File: config.mk
export PLATFORM = sky130hd
export DESIGN_NAME = syn_tx
export DESIGN_NICKNAME = d
export VERILOG_FILES = /design/src/rtl/syn_tx.sv
export SDC_FILE = /design/constraint.sdc
export NUM_CORES = 1
export LEC_CHECK = 0
export CORE_MARGIN = 2
export CORE_UTILIZATION = 23
export DETAILED_ROUTE_END_ITERATION = 10
export GPL_TIMING_DRIVEN = 0
export RECOVER_POWER = 50
export SYNTH_ARGS = -nofsm -noshare
export SYNTH_HDL_FRONTEND = slang
export SYNTH_SLANG_ARGS = --single-unit
File: constraint.sdc
create_clock -name clk_sys -period 4.8 [get_ports clk_sys]
set_clock_uncertainty 0.05 [all_clocks]
set_input_delay 1.44 -clock clk_sys [delete_from_list [all_inputs] [get_ports clk_sys]]
set_output_delay 1.44 -clock clk_sys [all_outputs]
set_load 0.005 [all_outputs]
File: src/rtl/syn_tx.sv
// Timing-sync serial transmitter: on each accepted second pulse it sends a long low
// sync marker, an idle gap, then HEAD, the 4 UTC second bytes (MSB first) and a checksum.
module syn_tx #(
    parameter int         SYN_BITS = 12,
    parameter int         GAP_BITS = 2,
    parameter logic [7:0] HEAD     = 8'hA5
) (
    input  logic        clk_sys,
    input  logic        rst_n,
    input  logic [19:0] tbit_period,
    input  logic        tx_en,
    input  logic        pps_in,
    input  logic [31:0] utc_sec_in,
    output logic        tx_syn,
    output logic        tx_busy,
    output logic [7:0]  stu_err_tx
);

    localparam logic [2:0] IDLE  = 3'd0;
    localparam logic [2:0] SYNC  = 3'd1;
    localparam logic [2:0] GAP   = 3'd2;
    localparam logic [2:0] START = 3'd3;
    localparam logic [2:0] DATA  = 3'd4;
    localparam logic [2:0] STOP  = 3'd5;

    localparam logic [7:0] SYN_LAST = 8'(SYN_BITS - 1);
    localparam logic [7:0] GAP_LAST = 8'(GAP_BITS - 1);

    logic [2:0]  state_reg;
    logic [19:0] t_reg;
    logic [31:0] sec_reg;
    logic [19:0] bit_cnt_reg;
    logic [7:0]  bit_idx_reg;
    logic [2:0]  byte_idx_reg;
    logic [7:0]  shift_reg;

    logic [7:0]  sec_byte [4];
    logic [7:0]  chk;
    logic [2:0]  nxt_idx;
    logic [7:0]  next_byte;
    logic        bit_end;

    for (genvar gi = 0; gi < 4; gi++) begin : g_sec_byte
        assign sec_byte[gi] = sec_reg[31-8*gi -: 8];
    end

    assign chk     = sec_byte[0] + sec_byte[1] + sec_byte[2] + sec_byte[3];
    assign nxt_idx = byte_idx_reg + 3'd1;
    assign bit_end = (bit_cnt_reg == t_reg - 20'd1);

    // Byte that follows the one currently on the line.
    always_comb begin
        next_byte = HEAD;
        case (nxt_idx)
            3'd1:    next_byte = sec_byte[0];
            3'd2:    next_byte = sec_byte[1];
            3'd3:    next_byte = sec_byte[2];
            3'd4:    next_byte = sec_byte[3];
            3'd5:    next_byte = chk;
            default: next_byte = HEAD;
        endcase
    end

    always_ff @(posedge clk_sys or negedge rst_n) begin
        if (!rst_n) begin
            state_reg    <= IDLE;
            t_reg        <= '0;
            sec_reg      <= '0;
            bit_cnt_reg  <= '0;
            bit_idx_reg  <= '0;
            byte_idx_reg <= '0;
            shift_reg    <= '0;
            tx_syn       <= 1'b1;
            tx_busy      <= 1'b0;
            stu_err_tx   <= '0;
        end else begin
            // Any strobe seen outside IDLE is an overrun, including the final stop-bit cycle.
            if (pps_in && state_reg != IDLE && stu_err_tx != 8'hFF)
                stu_err_tx <= stu_err_tx + 8'd1;

            if (state_reg == IDLE) begin
                if (pps_in && tx_en) begin
                    state_reg   <= SYNC;
                    sec_reg     <= utc_sec_in;
                    t_reg       <= (tbit_period < 20'd2) ? 20'd2 : tbit_period;
                    bit_cnt_reg <= '0;
                    bit_idx_reg <= '0;
                    tx_syn      <= 1'b0;
                    tx_busy     <= 1'b1;
                end
            end else if (!bit_end) begin
                bit_cnt_reg <= bit_cnt_reg + 20'd1;
            end else begin
                bit_cnt_reg <= '0;
                case (state_reg)
                    SYNC: begin
                        if (bit_idx_reg == SYN_LAST) begin
                            state_reg   <= GAP;
                            bit_idx_reg <= '0;
                            tx_syn      <= 1'b1;
                        end else begin
                            bit_idx_reg <= bit_idx_reg + 8'd1;
                        end
                    end
                    GAP: begin
                        if (bit_idx_reg == GAP_LAST) begin
                            state_reg    <= START;
                            byte_idx_reg <= '0;
                            shift_reg    <= HEAD;
                            tx_syn       <= 1'b0;
                        end else begin
                            bit_idx_reg <= bit_idx_reg + 8'd1;
                        end
                    end
                    START: begin
                        state_reg   <= DATA;
                        bit_idx_reg <= '0;
                        tx_syn      <= shift_reg[0];
                    end
                    DATA: begin
                        if (bit_idx_reg == 8'd7) begin
                            state_reg <= STOP;
                            tx_syn    <= 1'b1;
                        end else begin
                            shift_reg   <= shift_reg >> 1;
                            tx_syn      <= shift_reg[1];
                            bit_idx_reg <= bit_idx_reg + 8'd1;
                        end
                    end
                    STOP: begin
                        if (byte_idx_reg == 3'd5) begin
                            state_reg <= IDLE;
                            tx_busy   <= 1'b0;
                        end else begin
                            state_reg    <= START;
                            byte_idx_reg <= nxt_idx;
                            shift_reg    <= next_byte;
                            tx_syn       <= 1'b0;
                        end
                    end
                    default: begin
                        state_reg <= IDLE;
                        tx_syn    <= 1'b1;
                        tx_busy   <= 1'b0;
                    end
                endcase
            end
        end
    end

endmodule
==> impl_metrics.csv, run 1 <==
group,metric,value,unit
status,status,"complete, but fails checks",
status,violations,"max-capacitance violations, max-slew violations",
logic_synthesis,synthDistinctLibCells,66,
power,p_leak,0.00322,uW
grt,grt_pass1_vias,5515,
clock_network,postCtsSetupBuffers,0,
sta,setup_viol,0,
logic_synthesis,ys_seq_area_share,39.7,%
setup_path,worst_ep_arrival_time,4.57,ns
setup_path,crit_fanout,10,
cells_and_area,fillers,3004,
clock_network,cts-root-buf,"clkbuf_16",
logic_synthesis,ys.flop_type,"dfrtp_1",
setup_path,reg2reg_slack,0.40,ns
setup_path,r2r_cells,9,
grt,grt_overflow_total,0,
setup_path,cp.required,4.97,ns
placement,io_buffers,65,
sta,fmax,227,MHz
grt,grt_max_degree,61,
drt,top_layer,"met4",
placement,dp_slack,0.263,ns
clock_network,clkLatencyLatePin,0.36,ns
flow_run,cap_violations,1,
die,die-area,29900,sq um
grt,grt.total_usage,12.1,%
sta,finalCriticalPeriod,4.40,ns
drt,wl_met2,8.23,mm
drt,met1_length,8.87,mm
sta,timing.hold.ws,0.443,ns
clock_network,cts_resized,0,
placement,dpl.hpwl,13.6,mm
min_path,hold_depth,1,
logic_synthesis,synth_warnings,0,
logic_synthesis,avgSynthCellArea,9.29,sq um
placement,gp_congestion,0.872,
sta,setup_tns,0,ns
sta,worstMarginPinSlew,1.54,ns
die,die_y,173,microns
drt,wl_met3,644,microns
logic_synthesis,synth_edf_count,0,
drt,firstDrtPassIters,5,
sta,relSlewSlack,-2.40,%
setup_path,crit_path_end_kind,"register",
drt,vias,5603,
sta,slew_viol_final,61,
setup_path,crit_type,"register to register",
cells_and_area,num-nets-final,871,
grt,antenna_found_initial,0,
power,power.ir.vdd_worst,0.000412,V
die,placementRows,61,
die,start_util,23.5,%
clock_network,cts_hold_buf,0,
cells_and_area,syn_to_final_growth,21.8,%
clock_network,clock_path_buffers,2,
clock_network,clock-sinks,104,
logic_synthesis,synth_fp_nets,794,
grt,grt_pass1_wl,29.3,mm
sta,rsz0062_at_grt,"false",
die,core,27900,sq um
drt,antenna_left,0,
sta,finalHoldViolCount,0,
clock_network,clk_pin_slew,0.08,ns
clock_network,cts-htree-levels,3,
drt,postRouteWirelength,18.1,mm
drt,post-route-drc-count,0,
die,fp.dieW,173,microns
sta,fin_ws,0.397,ns
drt,wl_per_cell,15.5,microns
logic_synthesis,syn_area,6560,sq um
logic_synthesis,synth_cells,706,
clock_network,cts_tree,"yes",
logic_synthesis,ys_async_sr_fraction,100,%
cells_and_area,drive_gt1_share,8.39,%
sta,period_share,91.7,%
logic_synthesis,synth-seq-cells,104,
cells_and_area,layout_common_cells,"dfrtp_1 (103), nand2_1 (76), clkdlybuf4s50_1 (63)",
drt,via_per_inst,4.81,
power,p_per_area,593,nW/um^2
cells_and_area,largest_reg_flops,32,
cells_and_area,antenna_cells,0,
drt,drtIter0Drc,482,
setup_path,critPathLaunchType,"register",
min_path,hold_path.class,"register to register",
clock_network,tritoncts.num_buffers,9,
die,io_pins,66,
cells_and_area,final_common_cell,"dfrtp_1",
-- path summary, 6_finish.rpt --
kind / start / to
setup / recovery: t_reg[3] / bit_cnt_reg[3]
hold / removal: bit_idx_reg[7] / bit_idx_reg[7]
setup reg to reg: t_reg[3] / bit_cnt_reg[3]
hold reg to reg: bit_idx_reg[7] / bit_idx_reg[7]
max in group asynchronous: rst_n / bit_cnt_reg[17]
min in group asynchronous: rst_n / sec_byte[28]
-- cell families (layout without fill, tap and decap cells) --
logic type	count (synthesis)	count (layout)	share of synthesized area (%)
xor gates and xnor gates	36	36	4.81
muxes	40	40	7.06
adders and majority gates	33	33	7.86
buffers and inverters	87	168	5.32
DFF	104	104	39.7
AOI/OAI and AO/OA	176	176	17.4
and+or+nand+nor	230	230	17.8
-- synthesized netlist by cell type, types with 6 or more instances --
library cell    n  area share [%]
nor2b_1         9            0.86
dfrtp_1       103              39
and3_1         16             1.5
ha_1           18             3.4
fa_1           14             4.3
nand2b_1        8            0.76
clkbuf_1       22             1.3
o211ai_1        7            0.80
xnor2_1        23             3.1
o21ai_0        62             4.7
nor4_1         16             1.5
or3_1          13             1.2
o31ai_1        14             1.6
a21oi_1        35             2.7
nand3_1        29             2.2
a22o_1          6            0.80
mux2_2         30             5.2
a21o_1          6            0.69
xor2_1         13             1.7
inv_1          55             3.1
nor2_1         30             1.7
nand2_1        76             4.4
nor3_1          8            0.61
a222oi_1        8             1.2
-- critical path: stages, from the launching register on --
cell,delay [ns]
dfrtp_1,0.45
nor3_1,0.64
nand3_1,0.35
a311o_1,0.38
a2111oi_1,0.66
o211ai_1,0.27
o31ai_2,0.65
clkbuf_1,0.50
o21ai_0,0.18
o2bb2ai_1,0.14
-- final cells by class --
cell class                 instances  area (sq um)  share of cell area (%)
clock buffer                      10           239                    2.99
multi-input combinational        515          3620                    45.3
sequential                       104          2600                    32.6
tap                              378           473                    5.92
buffer                            30           135                    1.69
inverter                          57           214                    2.68
timing repair buffer              66           651                    8.14
clock inverter                     5          57.6                   0.720
-- routing by layer --
metal  up-vias  GRT usage [%]
met1      2783           17.2
met4         0           4.10
li1       2674              -
met5         -              0
met2       126           19.3
met3        20           1.30
-- metrics by stage --
stage / std cells / area [sq um] / utilization (%) / power [uW]
floorplan: 706 / 6560 / - / 3340
detailed placement: 1150 / 7710 / 27.6 / 3970
finish: 1165 / 7990 / 28.6 / 4730
global placement: 1149 / 7680 / 27.5 / 3930
global route: 1165 / 7990 / 28.6 / 5180
CTS: 1165 / 8000 / 28.6 / 4750
-- power breakdown --
| part | total, uW | leakage, uW | internal, uW | switching, uW |
|---|---|---|---|---|
| clock | 760 | 0.000137 | 415 | 345 |
| sequential | 1510 | 0.00132 | 1170 | 342 |
| combinational | 2470 | 0.00176 | 1170 | 1290 |
| total | 4730 | 0.00322 | 2750 | 1980 |
Note: power is estimated with default switching activity, not from simulation.
==> run 2, diff against run 1 <==
--- a/config.mk
+++ b/config.mk
@@ -6,9 +6,10 @@
 export NUM_CORES = 1
 export LEC_CHECK = 0
 export CORE_MARGIN = 2
-export CORE_UTILIZATION = 23
+export CORE_UTILIZATION = 51
 export DETAILED_ROUTE_END_ITERATION = 10
 export GPL_TIMING_DRIVEN = 0
+export PLACE_DENSITY = 0.74
 export RECOVER_POWER = 50
 export SYNTH_ARGS = -nofsm -noshare
 export SYNTH_HDL_FRONTEND = slang
==> run 2 against run 1 <==
Compared with the run above: the flow still finishes with violations (max-capacitance violations, max-slew violations); wire length is 6.5% lower; die area is 54% lower; via count is 1.5% higher; worst hold slack worse by 0.0078 ns; fmax is 0.17% lower; cell area is 3.1% lower; utilization is 33 points higher; combinational power is 2% higher; sequential share of layout area is 1.0 points higher; flip-flop and latch count stayed put; clock-buffer cell count is 1 lower; critical path type unchanged; largest power group unchanged.
==> impl_metrics.csv, run 2 (synthesis gave the netlist of run 1 again) <==
group,metric,value,unit
status,status,"complete, but fails checks",
status,violations,"max-capacitance violations, max-slew violations",
cells_and_area,fillers,1090,
clock_network,clkLatencyLatePin,0.36,ns
drt,drtIter0Drc,403,
sta,fin_ws,0.390,ns
clock_network,clock-sinks,104,
cells_and_area,syn_to_final_growth,18.0,%
grt,grt_use_met3,5.93,%
grt,grt.met2_usage,44.3,%
placement,gp_congestion,0.942,
die,core,12600,sq um
clock_network,postCtsSetupBuffers,0,
cells_and_area,largest_reg_flops,32,
setup_path,critPathLaunchType,"register",
sta,period_share,91.9,%
drt,antenna_left,0,
power,p_leak,0.00323,uW
grt,grt_pass1_wl,27.9,mm
grt,grt.total_usage,25.0,%
placement,dp_slack,0.490,ns
drt,vias,5689,
setup_path,cp.required,4.98,ns
die,die-area,13800,sq um
clock_network,clk_pin_slew,0.08,ns
die,fp.dieW,117,microns
die,io_pins,66,
clock_network,cts_hold_buf,0,
setup_path,worst_ep_arrival_time,4.59,ns
setup_path,slowest_delay,0.83,ns
grt,grt_max_degree,65,
die,start_util,52.2,%
cells_and_area,drive_gt1_share,8.12,%
grt,met1_usage,30.6,%
sta,setup_viol,0,
cells_and_area,num-nets-final,871,
grt,grt_overflow_total,0,
clock_network,cts-htree-levels,3,
clock_network,cts-root-buf,"clkbuf_16",
sta,worstMarginPinSlew,2.36,ns
grt,grt_pass1_vias,5770,
drt,post-route-drc-count,0,
clock_network,cts_tree,"yes",
grt,grt.busiest_layer,"met2",
setup_path,crit_path_end_kind,"register",
setup_path,crit_chain,"inv_1 -> ha_1 -> or4b_2 -> or4_4 -> or3_1 -> o311ai_1 -> o21bai_2 -> o31ai_1 -> clkbuf_1 -> o21ai_0 -> o2bb2ai_1",
power,power.ir.vdd_worst,0.000420,V
cells_and_area,layout_common_cells,"dfrtp_1 (103), nand2_1 (76), clkdlybuf4s50_1 (63)",
min_path,hold_path.class,"register to register",
placement,io_buffers,65,
sta,fmax,227,MHz
clock_network,tritoncts.num_buffers,9,
setup_path,crit_type,"register to register",
die,die_y,117,microns
sta,relSlewSlack,-57.6,%
flow_run,cap_violations,1,
clock_network,cts_resized,0,
drt,firstDrtPassIters,7,
cells_and_area,antenna_cells,0,
sta,rsz0062_at_grt,"false",
setup_path,cpMaxStageDelayCell,"o31ai_1",
die,placementRows,41,
grt,antenna_found_initial,0,
cells_and_area,final_common_cell,"dfrtp_1",
drt,postRouteWirelength,16.9,mm
sta,finalHoldViolCount,0,
clock_network,clock_path_buffers,2,
placement,dpl.hpwl,12.7,mm
drt,via_per_inst,5.93,
cells_and_area,utilization,61.6,%
sta,finalCriticalPeriod,4.41,ns
drt,wl_per_cell,17.6,microns
power,p_per_area,615,nW/um^2
setup_path,crit_fanout,10,
sta,slew_viol_final,41,
run 2: final timing paths:
path,from,to,slack [ns],cells after the start
setup reg to reg,t_reg[0],bit_cnt_reg[3],0.39,11
max in group asynchronous,rst_n,bit_cnt_reg[4],1.61,1
min in group asynchronous,rst_n,stu_err_tx[3],1.74,1
setup / recovery,t_reg[0],bit_cnt_reg[3],0.39,11
hold reg to reg,stu_err_tx[5],stu_err_tx[5],0.44,1
hold / removal,stu_err_tx[5],stu_err_tx[5],0.44,1
run 2: metal layers:
layer | up-vias | wire [microns]
li1 | 2692 | -
met3 | 21 | 875
met5 | - | 0
met4 | 0 | 279
met1 | 2813 | 7190
met2 | 163 | 8540
run 2: where the power goes:
| group | internal (uW) | total [uW] | switching, uW |
|---|---|---|---|
| registers | 1170 | 1510 | 341 |
| logic | 1180 | 2510 | 1320 |
| clock network | 369 | 743 | 373 |
run 2: layout make-up:
class / count / area, sq um / area share (%)
Timing Repair Buffer: 66 / 672 / 8.68
Clock buffer: 9 / 225 / 2.91
Inverter: 57 / 214 / 2.76
Clock inverter: 7 / 71.3 / 0.921
Multi-Input combinational cell: 515 / 3600 / 46.6
Buffer: 30 / 135 / 1.75
Tap cell: 172 / 215 / 2.78
Sequential cell: 104 / 2600 / 33.6
run 2: critical path, delay by kind of cell (launching register included):
family	cells	cell delay (ns)
flip-flops	1	0.45
AO/OA/AOI/OAI	5	1.44
adder cells (fa/ha/maj)	1	0.30
buffers and inverters	2	0.61
AND/OR/NAND/NOR	3	1.43
run 2: stage by stage:
| stage | std cells | hold WS [ns] | setup TNS, ns | power, uW | cell area (sq um) |
|---|---|---|---|---|---|
| finish | 960 | 0.435 | 0 | 4760 | 7740 |
| global route | 960 | 0.461 | 0 | 5160 | 7740 |
| CTS | 960 | 0.443 | 0 | 4760 | 7740 |
| detailed placement | 944 | 0.432 | 0 | 4000 | 7450 |
| global placement | 943 | 0.421 | -168.17 | 3860 | 7420 |
| floorplan | 706 | 0.395 | 0 | 3340 | 6560 |
